$ cat src/rtl/dec_bin16_pkg.sv
// rtl/dec_bin16_pkg.sv - shared constants, FSM encoding and BCD digit check for the decimal chain
// Purpose : common definitions for dec_bin16 (BCD->binary) and the bin_dec chain.
// Ports   : none (package).
package dec_bin16_pkg;

    localparam int NDIGITS = 5;
    localparam int BIN_W   = 16;
    localparam int ACC_W   = 17;   // holds 10**NDIGITS-1 = 99999
    localparam int BCD_MAX = 9;
    localparam int IDX_W   = 3;    // enough to count NDIGITS-1 down to 0

    typedef enum logic [1:0] {
        ST_IDLE = 2'd0,
        ST_CONV = 2'd1,
        ST_DONE = 2'd2
    } state_e;

    // High when any nibble of the packed BCD word is not a decimal digit.
    function automatic logic has_bad_digit(input logic [4*NDIGITS-1:0] bcd);
        logic bad;
        bad = 1'b0;
        for (int i = 0; i < NDIGITS; i++) begin
            if (bcd[4*i +: 4] > 4'(BCD_MAX)) begin
                bad = 1'b1;
            end
        end
        return bad;
    endfunction

endpackage

$ cat src/rtl/dec_bin16_if.sv
// rtl/dec_bin16_if.sv - request/result bundle between the decimal entry path and dec_bin16
// Purpose : groups the conversion request and result signals.
// Signals : start, dec_in (requester -> converter); busy, done, bin_out, ovf, bad_digit (converter -> requester).
interface dec_bin16_if;
    import dec_bin16_pkg::*;

    logic                   start;
    logic [4*NDIGITS-1:0]   dec_in;
    logic                   busy;
    logic                   done;
    logic [BIN_W-1:0]       bin_out;
    logic                   ovf;
    logic                   bad_digit;

    modport master (
        output start, dec_in,
        input  busy, done, bin_out, ovf, bad_digit
    );

    modport slave (
        input  start, dec_in,
        output busy, done, bin_out, ovf, bad_digit
    );

endinterface

$ cat src/rtl/dec_mul10_add.sv
// rtl/dec_mul10_add.sv - combinational acc*10 + digit step of the BCD->binary loop
// Purpose : one iteration of the Horner evaluation of a decimal number.
// Ports   : acc_in [ACC_W] running value, digit [4] next BCD digit, acc_out [ACC_W] acc_in*10+digit.
module dec_mul10_add
    import dec_bin16_pkg::*;
(
    input  logic [ACC_W-1:0] acc_in,
    input  logic [3:0]       digit,
    output logic [ACC_W-1:0] acc_out
);

    // acc_in never exceeds 9999 when a step is taken, so the shifted terms fit ACC_W.
    assign acc_out = (acc_in << 3) + (acc_in << 1) + {{(ACC_W-4){1'b0}}, digit};

endmodule

$ cat src/rtl/dec_bin16.sv
// rtl/dec_bin16.sv - sequential 5-digit BCD to 16-bit binary converter, one digit per clock
// Purpose : converts a packed BCD word captured on start into a saturated unsigned binary value.
// Ports   : clk, reset_n (synchronous, active-low); bus (slave modport): start, dec_in in;
//           busy, done (one-cycle pulse), bin_out, ovf, bad_digit out.
module dec_bin16
    import dec_bin16_pkg::*;
(
    input  logic        clk,
    input  logic        reset_n,
    dec_bin16_if.slave  bus
);

    localparam logic [ACC_W-1:0] BIN_MAX_ACC = {{(ACC_W-BIN_W){1'b0}}, {BIN_W{1'b1}}};

    state_e                 state_q, state_d;
    logic [ACC_W-1:0]       acc_q, acc_d;
    logic [IDX_W-1:0]       idx_q, idx_d;
    logic [4*NDIGITS-1:0]   shadow_q, shadow_d;
    logic [BIN_W-1:0]       bin_q, bin_d;
    logic                   ovf_q, ovf_d;
    logic                   bad_q, bad_d;

    logic [3:0]             digit;
    logic [ACC_W-1:0]       acc_step;

    // Digits are consumed most significant first, from the captured copy of dec_in.
    assign digit = shadow_q[{idx_q, 2'b00} +: 4];

    dec_mul10_add u_mul10_add (
        .acc_in  (acc_q),
        .digit   (digit),
        .acc_out (acc_step)
    );

    always_comb begin
        state_d  = state_q;
        acc_d    = acc_q;
        idx_d    = idx_q;
        shadow_d = shadow_q;
        bin_d    = bin_q;
        ovf_d    = ovf_q;
        bad_d    = bad_q;
        unique case (state_q)
            ST_IDLE: begin
                if (bus.start) begin
                    shadow_d = bus.dec_in;
                    if (has_bad_digit(bus.dec_in)) begin
                        state_d = ST_DONE;
                        bin_d   = '0;
                        ovf_d   = 1'b0;
                        bad_d   = 1'b1;
                    end else begin
                        state_d = ST_CONV;
                        acc_d   = '0;
                        idx_d   = IDX_W'(NDIGITS-1);
                    end
                end
            end
            ST_CONV: begin
                acc_d = acc_step;
                idx_d = idx_q - 1'b1;
                if (idx_q == '0) begin
                    // Last digit: results are taken from the final step directly.
                    state_d = ST_DONE;
                    idx_d   = '0;
                    bad_d   = 1'b0;
                    if (acc_step > BIN_MAX_ACC) begin
                        ovf_d = 1'b1;
                        bin_d = '1;
                    end else begin
                        ovf_d = 1'b0;
                        bin_d = acc_step[BIN_W-1:0];
                    end
                end
            end
            ST_DONE: begin
                state_d = ST_IDLE;
            end
            default: begin
                state_d = ST_IDLE;
            end
        endcase
    end

    always_ff @(posedge clk) begin
        if (!reset_n) begin
            state_q  <= ST_IDLE;
            acc_q    <= '0;
            idx_q    <= '0;
            shadow_q <= '0;
            bin_q    <= '0;
            ovf_q    <= 1'b0;
            bad_q    <= 1'b0;
        end else begin
            state_q  <= state_d;
            acc_q    <= acc_d;
            idx_q    <= idx_d;
            shadow_q <= shadow_d;
            bin_q    <= bin_d;
            ovf_q    <= ovf_d;
            bad_q    <= bad_d;
        end
    end

    assign bus.busy      = (state_q != ST_IDLE);
    assign bus.done      = (state_q == ST_DONE);
    assign bus.bin_out   = bin_q;
    assign bus.ovf       = ovf_q;
    assign bus.bad_digit = bad_q;

endmodule

$ cat src/flat_wrapper.sv
// flat-port wrapper written by rule: the top's interface ports become plain ports
module dec_bin16_flat import dec_bin16_pkg::*;
  (clk, reset_n, bus_start, bus_dec_in, bus_busy, bus_done, bus_bin_out, bus_ovf, bus_bad_digit);
  dec_bin16_if bus_i ();
  input  logic clk;
  input  logic reset_n;
  input wire logic [$bits(bus_i.start)-1:0] bus_start;
  input wire logic [$bits(bus_i.dec_in)-1:0] bus_dec_in;
  output wire logic [$bits(bus_i.busy)-1:0] bus_busy;
  output wire logic [$bits(bus_i.done)-1:0] bus_done;
  output wire logic [$bits(bus_i.bin_out)-1:0] bus_bin_out;
  output wire logic [$bits(bus_i.ovf)-1:0] bus_ovf;
  output wire logic [$bits(bus_i.bad_digit)-1:0] bus_bad_digit;
  assign bus_i.start = bus_start;
  assign bus_i.dec_in = bus_dec_in;
  assign bus_busy = bus_i.busy;
  assign bus_done = bus_i.done;
  assign bus_bin_out = bus_i.bin_out;
  assign bus_ovf = bus_i.ovf;
  assign bus_bad_digit = bus_i.bad_digit;
  dec_bin16 u_core (.clk(clk), .reset_n(reset_n), .bus(bus_i));
endmodule
$ cat config.mk
export PLATFORM = sky130hd
export DESIGN_NAME = dec_bin16_flat
export DESIGN_NICKNAME = d
export VERILOG_FILES = /design/src/rtl/dec_bin16_pkg.sv /design/src/rtl/dec_bin16_if.sv /design/src/rtl/dec_mul10_add.sv /design/src/rtl/dec_bin16.sv /design/src/flat_wrapper.sv
export SDC_FILE = /design/constraint.sdc
export NUM_CORES = 1
export LEC_CHECK = 0
export ABC_AREA = 1
export CAP_MARGIN = 15
export CORE_ASPECT_RATIO = 0.7
export CORE_MARGIN = 3
export CORE_UTILIZATION = 55
export DETAILED_ROUTE_END_ITERATION = 8
export DONT_BUFFER_PORTS = 1
export PLACE_DENSITY = 0.68
export SLEW_MARGIN = 20
export SYNTH_ARGS = -nofsm -noshare
export SYNTH_HDL_FRONTEND = slang
export SYNTH_SLANG_ARGS = --single-unit
$ cat constraint.sdc
create_clock -name clk -period 4 [get_ports clk]
set_input_delay 0.8 -clock clk [delete_from_list [all_inputs] [get_ports clk]]
set_output_delay 0.8 -clock clk [all_outputs]
set_load 0.01 [all_outputs]
======== After elaboration in Yosys (flattened, before gate mapping) ========
Index checks and enable logic that the tools add are counted.
operators by class
  $add $sub $neg .......................... 3
  equal/unequal tests ..................... 6
  order comparisons ....................... 6
  bitwise gates (word level) .............. 0
  mux-type cells .......................... 32
  div/mod/pow operators ................... 0
  shift operators ......................... 1
  multipliers ............................. 0
  reductions and logical operators ........ 8
operators with widths
  cell                    count
  $mux W16                6
  $pmux W16 S2            2
  $gt A4 B4 Y1 const B    5
  $shiftx A20 B6 Y4       1
  $add A17 B17 Y17        1
  $add A17 B4 Y17         1
  $gt A17 B16 Y1 const B  1
  $mux W1                 14
  $mux W3                 3
  $mux W2                 3
  $pmux W3 S2             1
  $ne A2 B1 Y1 const B    2
  $ne A2 B2 Y1 const B    2
  $pmux W1 S2             2
  $pmux W2 S2             1
  $reduce_and A2 Y1       2
  $reduce_and A4 Y1       1
  $reduce_bool A2 Y1      2
  $logic_not A3 Y1        1
  $reduce_and A3 Y1       1
  $sub A3 B1 Y3 const B   1
  $eq A2 B1 Y1 const B    1
  $eq A2 B2 Y1 const B    1
  $logic_not A2 Y1        1
storage, ports and cells
  memory bits (writable) .................. 0
  bits in registers ....................... 59
  input bits .............................. 23
  logic and storage cells ................. 63
  output and inout port bits .............. 20
  memories kept ........................... 0
  memory bits (read-only) ................. 0
  latch bits .............................. 0

======== Longest topological paths before layout ========
Gate-level depths: netlist of the first run.
  word-level depth ........................ 11
  gate-level depth with buffers ........... 18
  depth with buffers taken out ............ 18

======== Modules after synthesis ========
Synthesis of the first run repeated with hierarchy kept, for this count alone.
second synthesis, totals
  cells, all modules ...................... 560
  area, all modules ....................... 3,741.1 µm²
by module, submodules not included
  module         area an instance (µm²)  times used  cells an instance  sequential area each (µm²)
  dec_bin16      2,593.7                 1           364                1,201.2
  dec_mul10_add  1,147.4                 1           196                0.0

======== Worst setup path after synthesis of the first run ========
OpenSTA, ideal clock, no wires.
  kind .................................... flip-flop to flip-flop
  start point ............................. reg u_core.idx_q[0]
  end point ............................... reg u_core.bin_q[1] (netlist: u_core.bus.bin_out[1])
  data required time ...................... 3.858 ns
  period minus slack after synthesis ...... 2.797 ns
  arrival time ............................ 2.655 ns
  cell stages (with the launch flop) ...... 17
  path buffers ............................ 2
  library setup time ...................... 0.142 ns
  setup slack ............................. 1.203 ns
  cell sequence ........................... dfxtp_1 > clkbuf_1 > o21ai_0 > o22ai_1 > a22o_1 > fa_1 > inv_1 > fa_1 > inv_1 > nand2_1 > nand3_2 > nand2_1 > nand2_1 > nand2_1 > nand3_4 > buf_6 > a21oi_2
on the way
  word-level cells in the longest chain between the ends .. 6
  elaborated cells between the ends (all ways) .. 9
  classes of those cells .................. add/sub (1); order compare (1); eq/ne (1); shift (1); mux (3); reduce/logical (2)
RTL lines
  element                   RTL line             source
  start: declaration        dec_bin16.sv:17      logic [IDX_W-1:0] idx_q, idx_d;
  start signal: assignment  dec_bin16.sv:97      idx_q <= idx_d;
  $shiftx A20 B6 Y4         dec_bin16.sv:27      assign digit = shadow_q[{idx_q, 2'b00} +: 4];
  $add A17 B4 Y17           dec_mul10_add.sv:13  assign acc_out = (acc_in << 3) + (acc_in << 1) + {{(ACC_W-4){1'b0}}, digit};
  $gt A17 B16 Y1            dec_bin16.sv:67      if (acc_step > BIN_MAX_ACC) begin
  $mux W16                  dec_bin16.sv:67
  $mux W16                  dec_bin16.sv:62      if (idx_q == '0) begin
  $pmux W16 S2              dec_bin16.sv:43      unique case (state_q)
  end signal: assignment    dec_bin16.sv:99      bin_q <= bin_d;
  end: declaration          dec_bin16.sv:19      logic [BIN_W-1:0] bin_q, bin_d;
Several ways; a longest one is shown, not always the timed one. The select of a mux whose other input is x is not followed.
A chain may end at the register's enable or synchronous reset.

======== Worst setup path in the final report of the first run ========
  start point ............................. reg u_core.idx_q[0]
  end point ............................... reg u_core.bin_q[11] (netlist: u_core.bus.bin_out[11])
The elaborated chain is that of the path after synthesis.

==> results of run 1 <==
per-layer routing:
layer / vias to the layer above / part of all wire [%] / routed length, µm
met4: 0 / 0.77 / 72
met2: 108 / 35 / 3230
li1: 1699 / - / -
met1: 1480 / 54 / 5030
met5: - / 0 / 0
met3: 5 / 10 / 970
sequential cells by signal, summed over array words and instances (netlist names):
| name | flops |
|---|---|
| u_core.shadow_q | 20 |
| u_core.acc_q | 16 |
| u_core.bus.bin_out | 16 |
| u_core.idx_q | 3 |
| u_core.state_q | 2 |
| u_core.bus.bad_digit | 1 |
| u_core.bus.ovf | 1 |
per-stage QoR:
step | setup WS (ns) | area (µm²) | cells | total power, mW | util (%)
2_1_floorplan | 1.20 | 3620 | 527 | 0.742 | -
3_3_place_gp | 0.858 | 3630 | 588 | 0.761 | 57.6
3_5_place_dp | 0.732 | 3630 | 588 | 0.764 | 57.6
4_1_cts | 0.723 | 3810 | 604 | 1.27 | 60.5
5_1_grt | 0.349 | 3810 | 604 | 1.32 | 60.5
6_report | 0.684 | 3810 | 604 | 1.26 | 60.5
critical path, delay by kind of cell (launching register included):
family                   cells  cell delay, ns
AO/OA/AOI/OAI                3            0.49
buffers and inverters        4            0.43
flip-flops                   1            0.58
AND/OR/NAND/NOR              8            0.82
adder cells (fa/ha/maj)      2            0.92
synthesized netlist by cell type, types with 4 or more instances:
library cell / instances / area [µm²]
nand2_1: 122 / 458
inv_1: 63 / 236
dfxtp_1: 59 / 1180
nor2_1: 56 / 210
nand3_1: 53 / 265
o21ai_0: 33 / 165
a21oi_1: 31 / 155
ha_1: 30 / 375
a21oi_2: 11 / 96.3
clkbuf_1: 10 / 37.5
o21ai_1: 10 / 50.1
nand4_1: 5 / 31.3
buf_2: 4 / 20.0
nor2_2: 4 / 25.0
final cells by class:
class | count | area, µm²
Sequential cell | 59 | 1180
Clock inverter | 7 | 57.6
Fill cell | 629 | 2490
Tap cell | 78 | 97.6
Clock buffer | 9 | 124
Inverter | 67 | 251
Multi-Input combinational cell | 384 | 2100
how the worst min path moves through the flow:
stage | end | cells past startpoint | slack (ns) | from
final | u_core.shadow_q[9] | 2 | 0.46 | u_core.shadow_q[9]
after global routing | u_core.shadow_q[9] | 2 | 0.47 | u_core.shadow_q[9]
after floorplan | u_core.shadow_q[10] | 2 | 0.42 | u_core.shadow_q[10]
after CTS | u_core.shadow_q[9] | 2 | 0.46 | u_core.shadow_q[9]
after global placement | u_core.shadow_q[10] | 2 | 0.45 | u_core.shadow_q[10]
after detailed placement | u_core.shadow_q[9] | 2 | 0.45 | u_core.shadow_q[9]
report_power, final:
part	switching, mW	internal, mW
clock	0.277	0.234
combinational	0.0732	0.0375
sequential	0.0252	0.616
total	0.375	0.888
logic make-up after synthesis:
family                     synth area share [%]
buffers and inverters                      9.27
and+or+nand+nor                            31.6
AOI/OAI and AO/OA                          14.5
DFF                                        32.7
xor gates and xnor gates                  0.484
adders and majority gates                  11.5
==> summary.md, run 1 <==
| Metric | Value |
|---|---|
| Initial drt markers | `about 280` |
| Root Buffer | `clkbuf_8` |
| Hold Crit Class | `register to register` |
| Reg-to-Reg End | `u_core.bus.bin_out[11]` |
| Setup TNS | `0 ns` |
| R2R depth | `17` |
| Status | `finished, final reports clean` |
| GP Congestion | `approximately 0.93` |
| Sequential area share after synthesis | `32.7%` |
| # diodes | `0` |
| Worst hold slack | `roughly 0.46 ns` |
| Area delta synth->final | `5.40%` |
| Commonest non-fill, non-tap cell in the layout | `nand2_1` |
| Syn_nets | `582` |
| Global-route wire length before repair | `15.1 mm` |
| CTS Hold Bufs | `0` |
| Total track usage | `26.6%` |
| Placed wire-length estimate | `between 7 and 8 mm` |
| Synthesized area | `between 3000 and 4000 µm²` |
| Clock latency on the worst-skew pair | `about 0.35 ns` |
| Crit-path max cell delay | `slightly below 0.6 ns` |
| Die Ht | `between 70 and 80 µm` |
| Initial antenna violation count | `0` |
| Slew Limit Fails | `0` |
| DRT Wirelength | `roughly 9.3 mm` |
| Std cell rows | `24` |
| Layout cells sized above 1 | `slightly below 9%` |
| RSZ-0062 raised after global routing | `false` |
| Total CTS buffers | `9` |
| Mapped Cells | `527` |
| IO buf count | `0` |
| R2R setup slack | `just under 0.7 ns` |
| CTS tree | `built` |
| Critical path data arrival time | `3.57 ns` |
| Antenna-violating nets left | `0` |
| Routed WL per cell | `15.4 µm` |
| DRC | `0` |
| Clock slew at reported path FFs | `0.08 ns` |
| Syn Area/Cell | `between 6 and 7 µm²` |
| CP cell instances | `inv_1, o21ai_0, o22ai_1, a22o_1, fa_1, inv_1, fa_1, inv_1, nand2_1, nand3_2, nand2_1, nand2_1, nand2_1, nand3_4, nand3_1, nand2_1, inv_1` |
| Critical path fanouts, max | `17` |
| Netlist cell types | `35` |
| CP endpoint kind | `register` |
| Core ar. | `about 6300 µm²` |
| WP data required | `between 4 and 5 ns` |
| Critical path startpoint category | `register` |
| CP max stage cell | `dfxtp_1` |
| GR peak layer | `met1` |
| # resized after CTS | `0` |
| IO Pins | `43` |
| H-tree Lvls | `3` |
| Post-CTS setup buffers | `0` |
| Vias in the first global route | `a little under 3000` |
| Crit path from | `u_core.idx_q[0]` |
| Final setup fails | `0` |
| Vias per cell | `~5.5` |
| P_leak | `around 1.9 nW` |
| Synth warn | `0` |
| CP most frequent cell | `nand2_1` |
| Async set-or-reset flop fraction in the synthesized netlist | `0%` |
| Fin nets | `576` |
| DR pass1 iterations | `5` |
| Grt ovf | `0` |
| Capture point of the worst path | `u_core.bus.bin_out[11]` |
| P per Cell Area | `~330 nW/µm²` |
| Pin count of the biggest net entering global routing | `31` |
| Post-synth EDFFs | `0` |
| Clock Sinks | `59` |
| Maxcap violations | `0` |
| Initial Util | `a little under three fifths` |
| Fin. Hold Viols | `0` |
| Tmin final | `3.32 ns` |
| Die area | `~7600 µm²` |
| Setup Skew | `about 0.0096 ns` |
| Primary FF master, synth | `dfxtp_1` |
| Most frequent cells in the layout | `122 x nand2_1, 62 x inv_1, 59 x dfxtp_1, 56 x nor2_1, 53 x nand3_1` |
| Max Clk Rate | `roughly 0.30 GHz` |
| Setup CP Type | `register to register` |
| Clock Path Buffers | `2` |
| M3 GR Usage | `10.3%` |
| Met1 GRT Util | `a little over two fifths` |
| Worst reg2reg startpoint | `u_core.idx_q[0]` |
| Die Span X | `approximately 100 µm` |
| Met2 usage | `~31%` |
| Period utilization | `around 83%` |
| FF+latch count, synth | `between 50 and 60` |
| Worst-Margin Slew | `1.02 ns` |
| Via count | `about 3300` |
| Peak supply drop | `0.000223 V` |
| Max_slew headroom | `31.7%` |
(Power assumes the default switching activity.)
==> inputs of run 2 (changes only) <==
Clock period 4 ns to 3.2 ns, I/O delays scaled along.
==> run 2 against run 1 <==
Against the previous run:
- utilization grew 0.97 points
- clock power grew 36%
- count of clock-buffer cells in the layout is the same
- setup slack lost 0.48 ns
- via count grew 0.12%
- power grew 29%
- global-route usage shrank 0.95 points
- wire length shrank 1.7%
- register-to-register slack lost 0.48 ns
- combinational power grew 24%
- critical endpoint is now u_core.bus.bin_out[2]
- largest power group unchanged
==> summary.md, run 2 (synthesis gave the netlist of run 1 again) <==
| Metric | Value |
|---|---|
| Status | `finished, final reports clean` |
| CP endpoint kind | `register` |
| WP data required | `3.38 ns (-0.87 ns)` |
| Setup TNS | `0 ns (unchanged)` |
| Worst reg2reg startpoint | `u_core.idx_q[0]` |
| Global-route wire length before repair | `14.9 mm (-1.5%)` |
| Routed WL per cell | `15.1 µm (-2.2%)` |
| R2R depth | `16 (-1)` |
| P per Cell Area | `422 nW/µm² (+27%)` |
| Slew Limit Fails | `0 (unchanged)` |
| Max FFs per register | `20 (unchanged)` |
| Initial drt markers | `222 (-21%)` |
| Hold Crit Class | `primary input to register` |
| CTS tree | `built` |
| Clk pwr share | `42.6% (+2.2 points)` |
| Clock latency on the worst-skew pair | `0.34 ns (about the same)` |
| Die Span X | `103 µm (unchanged)` |
| Fin. Hold Viols | `0 (unchanged)` |
| Die area | `7600 µm² (unchanged)` |
| Endpoint with the worst hold slack | `u_core.bus.bin_out[13]` |
| Std cell rows | `24 (unchanged)` |
| Setup Skew | `0.0114 ns (+0.00184 ns)` |
| Crit-path max cell delay | `0.50 ns (-0.08 ns)` |
| R2R setup slack | `0.20 ns (-0.48 ns)` |
| # diodes | `0 (unchanged)` |
| Commonest non-fill, non-tap cell in the layout | `nand2_1` |
| Via count | `3296 (+0.12%)` |
| IO Pins | `43 (unchanged)` |
| RSZ-0062 raised after global routing | `false` |
| Fin nets | `579 (+0.52%)` |
| Comb power frac | `8.4% (-0.4 points)` |
| Initial Util | `57.4% (unchanged)` |
| Setup CP Type | `register to register` |
| Switching power | `0.453 mW (+21%)` |
| Int Power | `1.18 mW (+33%)` |
| Vias in the first global route | `2904 (-1.8%)` |
| Root Buffer | `clkbuf_8` |
| P_leak | `1.95 nW (+1.4%)` |
| Final setup fails | `0 (unchanged)` |
| GP Congestion | `0.922 (-0.79%)` |
| Period utilization | `93.6% (+11 points)` |
| Clock Path Buffers | `2 (unchanged)` |
| Worst hold start | `reset_n` |
| Area delta synth->final | `7.09%` |
| CTS Hold Bufs | `0 (unchanged)` |
| Sequential power share | `49.0% (-1.8 points)` |
| Max_slew headroom | `27.0% (-4.7 points)` |
| Layout Utilization | `61.4% (+0.97 points)` |
| CP most frequent cell | `nand2_1` |
| Layout cells sized above 1 | `10.2% (+1.5 points)` |
| Sw Ratio | `27.7% (-2.0 points)` |
| Clock Sinks | `59 (unchanged)` |
| Die Ht | `73.9 µm (unchanged)` |
| Core ar. | `6310 µm² (unchanged)` |
| DR pass1 iterations | `5 (unchanged)` |
| Antenna-violating nets left | `0 (unchanged)` |
| Worst-Margin Slew | `1.09 ns (+0.0753 ns)` |
| H-tree Lvls | `3 (unchanged)` |
| Critical path data arrival time | `3.17 ns (-0.40 ns)` |
| IO buf count | `0 (unchanged)` |
| Largest reg by FF count | `u_core.shadow_q` |
| Pin count of the biggest net entering global routing | `31 (unchanged)` |
| Critical path startpoint category | `register` |
| Reg-to-Reg End | `u_core.bus.bin_out[2]` |
| Max Clk Rate | `0.334 GHz (+11%)` |
| Clock slew at reported path FFs | `0.08 ns (about the same)` |
| Tmin final | `3.00 ns (-0.320 ns)` |
| Total CTS buffers | `9 (unchanged)` |
| Hold depth | `2 (unchanged)` |
| Maxcap violations | `0 (unchanged)` |
| Peak supply drop | `0.000288 V (+29%)` |
| Vias per cell | `5.43 (-0.37%)` |
| Grt ovf | `0 (unchanged)` |
| Most frequent cells in the layout | `122 x nand2_1, 62 x inv_1, 57 x dfxtp_1, 55 x nor2_1, 53 x nand3_1` |
| CP max stage cell | `fa_1` |
| Placed wire-length estimate | `6.98 mm (-2.2%)` |
| Initial antenna violation count | `0 (unchanged)` |
| CP cell instances | `buf_4, o21ai_0, o22ai_1, a22o_1, fa_1, inv_1, fa_1, inv_2, nand2_1, nand3_2, nand2_1, nand2_1, nand2_1, nand3_4, buf_12, a21oi_2` |
| Critical path fanouts, max | `10 (-7)` |
| DRT Wirelength | `9.15 mm (-1.7%)` |
| Total track usage | `25.7% (-0.95 points)` |
| DRC | `0 (unchanged)` |
[run 2: cell type report]
type / count / area (µm²)
tap: 78 / 97.6
multi-input combinational: 384 / 2110
sequential: 59 / 1180
clock buffer: 9 / 124
timing repair buffer: 3 / 35.0
fill: 603 / 2430
inverter: 67 / 251
clock inverter: 7 / 76.3
[run 2: worst max path at each step]
stage                    startpoint  slack, ns                      to  cells after the start
CTS                 u_core.idx_q[0]       0.16  u_core.bus.bin_out[13]                     17
global route        u_core.idx_q[0]       0.02   u_core.bus.bin_out[2]                     16
detailed placement  u_core.idx_q[0]       0.15  u_core.bus.bin_out[13]                     17
floorplan           u_core.idx_q[0]       0.40   u_core.bus.bin_out[1]                     16
global placement    u_core.idx_q[0]       0.25  u_core.bus.bin_out[12]                     17
finish              u_core.idx_q[0]       0.20   u_core.bus.bin_out[2]                     16
[run 2: what timing repair did]
item,in CTS,in global routing
gates resized for setup,0,5
buffers inserted,0,2
endpoints found under the setup margin,0,15
[run 2: per-layer routing]
metal | wire (µm) | track usage [%] | share of wire, %
met1 | 4920 | 43.1 | 54
met4 | 61 | 5.46 | 0.67
met2 | 3170 | 28.9 | 35
met3 | 1000 | 9.49 | 11
met5 | 0 | 0 | 0
[run 2: power by group through the flow]
stage                     clock [mW]  sequential [mW]  combinational [mW]
after floorplan                    0            0.807               0.120
after global placement             0            0.818               0.134
after detailed placement           0            0.818               0.136
after CTS                      0.710            0.801               0.137
after global routing           0.741            0.805               0.159
final                          0.696            0.802               0.138
[run 2: through the flow]
step           power [mW]  cell area (µm²)  cells  worst slack [ns]  hold slack [ns]
2_1_floorplan       0.927             3620    527             0.403            0.424
3_3_place_gp        0.952             3640    589             0.251            0.440
3_5_place_dp        0.954             3640    589             0.150            0.445
4_1_cts              1.65             3840    605             0.164            0.380
5_1_grt              1.71             3870    607            0.0155            0.388
6_report             1.64             3870    607             0.204            0.394
[run 2: critical path, delay by kind of cell (launching register included)]
| kind | cells | cell delay, ns |
|---|---|---|
| adder cells (fa/ha/maj) | 2 | 0.93 |
| AND/OR/NAND/NOR | 6 | 0.56 |
| AO/OA/AOI/OAI | 4 | 0.52 |
| buffers and inverters | 4 | 0.47 |
| flip-flops | 1 | 0.34 |
